$ cat config.mk
export PLATFORM = sky130hd
export DESIGN_NAME = pipelined_adder
export DESIGN_NICKNAME = d
export VERILOG_FILES = /design/src/rtl/pipelined_adder_pkg.sv /design/src/rtl/pipelined_adder_chunk.sv /design/src/rtl/pipelined_adder.sv
export SDC_FILE = /design/constraint.sdc
export NUM_CORES = 1
export LEC_CHECK = 0
export BUFFER_PORTS_ARGS = -buffer_cell sky130_fd_sc_hd__buf_2
export CAP_MARGIN = 5
export CORE_ASPECT_RATIO = 0.7
export CORE_MARGIN = 4
export CORE_UTILIZATION = 51
export CTS_CLUSTER_DIAMETER = 60
export DETAILED_ROUTE_END_ITERATION = 12
export HOLD_SLACK_MARGIN = 0.05
export PLACE_DENSITY = 0.8
export SLEW_MARGIN = 20
export SYNTH_ARGS = -nofsm -noshare
export SYNTH_HDL_FRONTEND = slang
export SYNTH_SLANG_ARGS = --single-unit
$ cat constraint.sdc
create_clock -name clk -period 13.5 [get_ports clk]
set_input_delay 4.05 -clock clk [delete_from_list [all_inputs] [get_ports clk]]
set_output_delay 4.05 -clock clk [all_outputs]
set_load 0.005 [all_outputs]
$ cat src/rtl/pipelined_adder_pkg.sv
// Shared ALU constants for the pipelined adder.
// Holds the default operand/chunk widths, the encoding of the sub pin
// and the signed-overflow helper used by the final pipeline stage.
package pipelined_adder_pkg;

    localparam int DEF_WIDTH = 32;
    localparam int DEF_CHUNK = 16;

    // Encoding of the sub pin.
    localparam logic OP_ADD = 1'b0;
    localparam logic OP_SUB = 1'b1;

    // Two's-complement overflow: both operands share a sign that the result lacks.
    function automatic logic signed_ovf(input logic a_msb, input logic b_msb, input logic s_msb);
        return (a_msb == b_msb) && (s_msb != a_msb);
    endfunction

endpackage

$ cat src/rtl/pipelined_adder_chunk.sv
// adder_chunk: purely combinational W-bit ripple add.
// Ports: a, b (W-bit addends), ci (carry in), s (W-bit sum), co (carry out).
module adder_chunk #(
    parameter int W = 16
) (
    input  logic [W-1:0] a,
    input  logic [W-1:0] b,
    input  logic         ci,
    output logic [W-1:0] s,
    output logic         co
);

    assign {co, s} = {1'b0, a} + {1'b0, b} + {{W{1'b0}}, ci};

endmodule

$ cat src/rtl/pipelined_adder.sv
// pipelined_adder: WIDTH-bit add/subtract split into WIDTH/CHUNK ripple
// chunks, one register stage per chunk, with a valid/ready handshake.
// Ports:
//   clk, rst            clock and synchronous active-high reset
//   in_valid/in_ready   operand handshake (in_ready is combinational)
//   in1, in2, cIn, sub  operands; sub=1 computes in1 - in2 and ignores cIn
//   out_valid/out_ready result handshake
//   sum, cOut, ovf,zero registered result and flags
module pipelined_adder
    import pipelined_adder_pkg::*;
#(
    parameter int WIDTH = DEF_WIDTH,
    parameter int CHUNK = DEF_CHUNK
) (
    input  logic             clk,
    input  logic             rst,
    input  logic             in_valid,
    output logic             in_ready,
    input  logic [WIDTH-1:0] in1,
    input  logic [WIDTH-1:0] in2,
    input  logic             cIn,
    input  logic             sub,
    output logic             out_valid,
    input  logic             out_ready,
    output logic [WIDTH-1:0] sum,
    output logic             cOut,
    output logic             ovf,
    output logic             zero
);

    localparam int STAGES = WIDTH / CHUNK;
    localparam int LAST   = STAGES - 1;

    if (WIDTH % CHUNK != 0) begin : g_bad_cfg
        $error("pipelined_adder: WIDTH must be a multiple of CHUNK");
    end

    logic             en_s;
    logic [WIDTH-1:0] b_eff_s;
    logic             c0_s;
    logic             ovf_r;
    logic             zero_r;

    // Subtraction is A + ~B + 1, so the carry-in is forced high.
    assign b_eff_s = (sub == OP_SUB) ? ~in2 : in2;
    assign c0_s    = (sub == OP_SUB) ? 1'b1 : cIn;

    // The whole pipe advances together; a held result freezes every stage.
    assign en_s     = ~out_valid | out_ready;
    assign in_ready = en_s;

    for (genvar k = 0; k < STAGES; k++) begin : g_stage
        // Operand bits still waiting for their chunk shrink by CHUNK per stage,
        // completed sum bits grow by CHUNK per stage.
        localparam int AW = (STAGES - k) * CHUNK;
        localparam int SW = (k + 1) * CHUNK;

        logic [AW-1:0]    a_src_s;
        logic [AW-1:0]    b_src_s;
        logic             c_src_s;
        logic             v_src_s;
        logic [CHUNK-1:0] chunk_s;
        logic             chunk_co_s;
        logic [SW-1:0]    s_next_s;
        logic [SW-1:0]    s_r;
        logic             c_r;
        logic             v_r;

        if (k == 0) begin : g_head
            assign a_src_s  = in1;
            assign b_src_s  = b_eff_s;
            assign c_src_s  = c0_s;
            assign v_src_s  = in_valid;
            assign s_next_s = chunk_s;
        end else begin : g_tail
            assign a_src_s  = g_stage[k-1].g_skew.a_r;
            assign b_src_s  = g_stage[k-1].g_skew.b_r;
            assign c_src_s  = g_stage[k-1].c_r;
            assign v_src_s  = g_stage[k-1].v_r;
            assign s_next_s = {chunk_s, g_stage[k-1].s_r};
        end

        adder_chunk #(.W(CHUNK)) u_chunk (
            .a  (a_src_s[CHUNK-1:0]),
            .b  (b_src_s[CHUNK-1:0]),
            .ci (c_src_s),
            .s  (chunk_s),
            .co (chunk_co_s)
        );

        // Stage valid, carry and accumulated lower sum chunks.
        always_ff @(posedge clk) begin
            if (rst) begin
                v_r <= 1'b0;
                c_r <= 1'b0;
                s_r <= {SW{1'b0}};
            end else if (en_s) begin
                v_r <= v_src_s;
                c_r <= chunk_co_s;
                s_r <= s_next_s;
            end
        end

        if (k < LAST) begin : g_skew
            logic [AW-CHUNK-1:0] a_r;
            logic [AW-CHUNK-1:0] b_r;

            // Skew registers carry the not-yet-added upper operand chunks forward.
            always_ff @(posedge clk) begin
                if (rst) begin
                    a_r <= {(AW-CHUNK){1'b0}};
                    b_r <= {(AW-CHUNK){1'b0}};
                end else if (en_s) begin
                    a_r <= a_src_s[AW-1:CHUNK];
                    b_r <= b_src_s[AW-1:CHUNK];
                end
            end
        end
    end

    // Flags are derived from the full result as it enters the output register.
    always_ff @(posedge clk) begin
        if (rst) begin
            ovf_r  <= 1'b0;
            zero_r <= 1'b1;
        end else if (en_s) begin
            ovf_r  <= signed_ovf(g_stage[LAST].a_src_s[CHUNK-1],
                                 g_stage[LAST].b_src_s[CHUNK-1],
                                 g_stage[LAST].s_next_s[WIDTH-1]);
            zero_r <= ~|g_stage[LAST].s_next_s;
        end
    end

    assign out_valid = g_stage[LAST].v_r;
    assign sum       = g_stage[LAST].s_r;
    assign cOut      = g_stage[LAST].c_r;
    assign ovf       = ovf_r;
    assign zero      = zero_r;

endmodule

==> results.ini <==
[cts]
cts_buffers=9
clkTransAtPathRegs_ns=0.06
cts_hold_buf=0
tritoncts=done
cts.sinks=86
clk_latency_ns=0.35
clk_path_buf_depth=2
cts_setup_buffers=0
htree_levels=3
cts_repair_resize_count=0
root_buffer=clkbuf_16

[die]
initial_core_util=0.5367
row_count=28
die_h_um=88.01
dieArea_um2=10760
io_pins=107
coreArea_um2=8688
die_w_um=122.3

[critical_path]
crit_slowest_cell=buf_4
path_class=in2out
cpPeakStageDelay_ns=0.61
cp.required_ns=9.45
crit_top_cell=buf_2
rrSetupSlack_ns=10.27
cp_cell_sequence=buf_2, nor2b_4, buf_4, inv_2, buf_2
cp_data_arrival_time_ns=5.09
worstPathMaxFanout=78
worstSetupStartpointType=primary input
cp-end-kind=output pin

[power_and_ir_drop]
internal-power_mw=0.5300
finalPower_mw=0.7472
power_frac_seq=0.406
clockPowerShare=0.358
p_leak_nw=2.559
p_sw_frac=0.2906
power_frac_comb=0.236
p_per_area_nw_per_um2=134.1
switching_power_mw=0.2172
worst_ir_drop_vdd_v=0.0001125

[routing]
wl_mm=11.73
drt_iter0_drc=305
dr.pass1.iters=4
ant_nets=0
drc=0
avgViaCountPerCell=5.455
vias=4271
wl_per_cell_um=14.98

[timing]
tns_ns=0
rsz0062_at_grt=false
period_minus_slack_ns=9.135
setup_violations=0
maxSlewViolCount=0
skew_ns=0.006343
max_freq_mhz=109.5
hold_viol=0
maxSlewHeadroom=0.3756
worstMarginPinSlew_ns=0.9366
finalCritPeriodShare=0.6767

[synthesis]
syn_avg_cell_area_um2=8.181
ys_types=56
seq_area_frac_synth=0.3692
synth_nets=674
synthArstFlopShare=0
ys_seq_elements=86
ys_warn_count=0
synthCells=570
ys.flop_type=dfxtp_1
synth-edff-count=0
syn_area_um2=4663

[placed_design]
gp_congestion=0.8553
hpwlAfterDp_mm=8.294
dp_cells=767
port_buffers=106

[layout]
nets=762
area_growth_pct=19.51
finalNonFillerCells=783
drive_above_1_share=0.2081
multi_input_area_um2=2793
fill_cells=741
seqCellArea_um2=1722
diodes=0
final_core_util=0.6414

[grt]
grt_pass1_wl_mm=19.13
grt_max_degree=100
antenna_found_initial=0
grt_pass1_vias=4020
grt-ovfl-total=0
track_usage=0.2235

[run]
cap_violations=0

[outcome]
outcome=completed

[hold_path]
hp-class=reg2reg

-- cell families after synthesis --
group | after synthesis | synth area share
AOI/OAI and AO/OA | 144 | 0.2015
adders and majority gates | 34 | 0.09767
buffers and inverters | 41 | 0.03354
xor gates and xnor gates | 56 | 0.1052
DFF | 86 | 0.3692
and+or+nand+nor | 209 | 0.1929
-- synthesized netlist by cell type, types with 3 or more instances --
library cell,count,area (µm²)
o211ai_1,3,22.52
ha_1,30,375.4
a21oi_1,71,355.3
o21ai_0,7,35.03
a211o_1,3,26.28
dfxtp_1,86,1722
xnor2_1,31,271.5
nor2_1,44,165.2
o21a_1,3,22.52
o21bai_1,3,22.52
a211oi_1,20,150.1
buf_1,6,22.52
or3_1,5,31.28
inv_1,7,26.28
clkbuf_1,25,93.84
fa_1,4,80.08
a21o_1,10,75.07
nand3_1,5,25.02
nor4_1,7,43.79
nand2_1,121,454.2
xor2_1,25,219.0
nor3_1,9,45.04
-- critical path: cells and delay by family --
family / cells / cell delay (ns)
and+or+nand+nor: 1 / 0.09
buffers and inverters: 4 / 0.93
-- routing by layer --
| layer | track usage | wire length [µm] | up-vias |
|---|---|---|---|
| li1 | - | - | 2149 |
| met2 | 0.3290 | 4984 | 151 |
| met4 | 0.06199 | 123 | 0 |
| met3 | 0.06908 | 890 | 10 |
| met1 | 0.3174 | 5735 | 1961 |
| met5 | 0 | 0 | - |
-- metrics by stage --
| stage | setup WS (ns) | hold WS [ns] | cell area [µm²] |
|---|---|---|---|
| global route | 4.274 | 0.4693 | 5573 |
| floorplan | 4.846 | 0.4322 | 4663 |
| CTS | 4.347 | 0.4497 | 5573 |
| global placement | 4.365 | 0.4346 | 5255 |
| detailed placement | 4.361 | 0.4415 | 5255 |
| finish | 4.365 | 0.4472 | 5573 |
-- worst paths after layout --
path | cells past startpoint | to | from
max | 5 | in_ready | out_ready
min | 2 | sum[1]$_SDFFE_PP0P_ | sum[1]$_SDFFE_PP0P_
max reg2reg | 10 | zero$_SDFFE_PP1P_ | g_stage[0].c_r$_SDFFE_PP0P_
min reg2reg | 2 | sum[1]$_SDFFE_PP0P_ | sum[1]$_SDFFE_PP0P_
-- final cells by class --
cell class              count  share of cell area
repair buffers            110              0.1006
multi-input cells         443              0.5011
clock inverters             3             0.01212
clock buffers              13             0.04490
well taps                 120             0.02694
inverters                   8            0.005388
flip-flops and latches     86              0.3089
-- state kept, by name (all words and copies together) (netlist names) --
name	cells
sum	32
g_stage.g_skew.a_r	16
g_stage.g_skew.b_r	16
g_stage.s_r	16
cOut	1
g_stage.c_r	1
g_stage.v_r	1
out_valid	1
ovf	1
zero	1
-- cell usage in the layout (no fill, tap or decap), types with 7 or more instances in the layout --
cell         n
nor3_1       9
a21o_1      10
xor2_1      25
clkbuf_16    9
nor4_1       7
a211oi_1    20
ha_1        30
o21ai_0      7
nor2_1      44
a21oi_1     71
nand2_1    121
xnor2_1     31
buf_2      106
inv_1        7
dfxtp_1     86
-- power by group through the flow --
stage,logic (mW),clock network [mW],registers [mW]
CTS,0.176,0.272,0.303
global route,0.198,0.281,0.306
finish,0.177,0.267,0.303
global placement,0.168,0,0.307
floorplan,0.122,0,0.304
detailed placement,0.174,0,0.308
(Power assumes the default switching activity.)
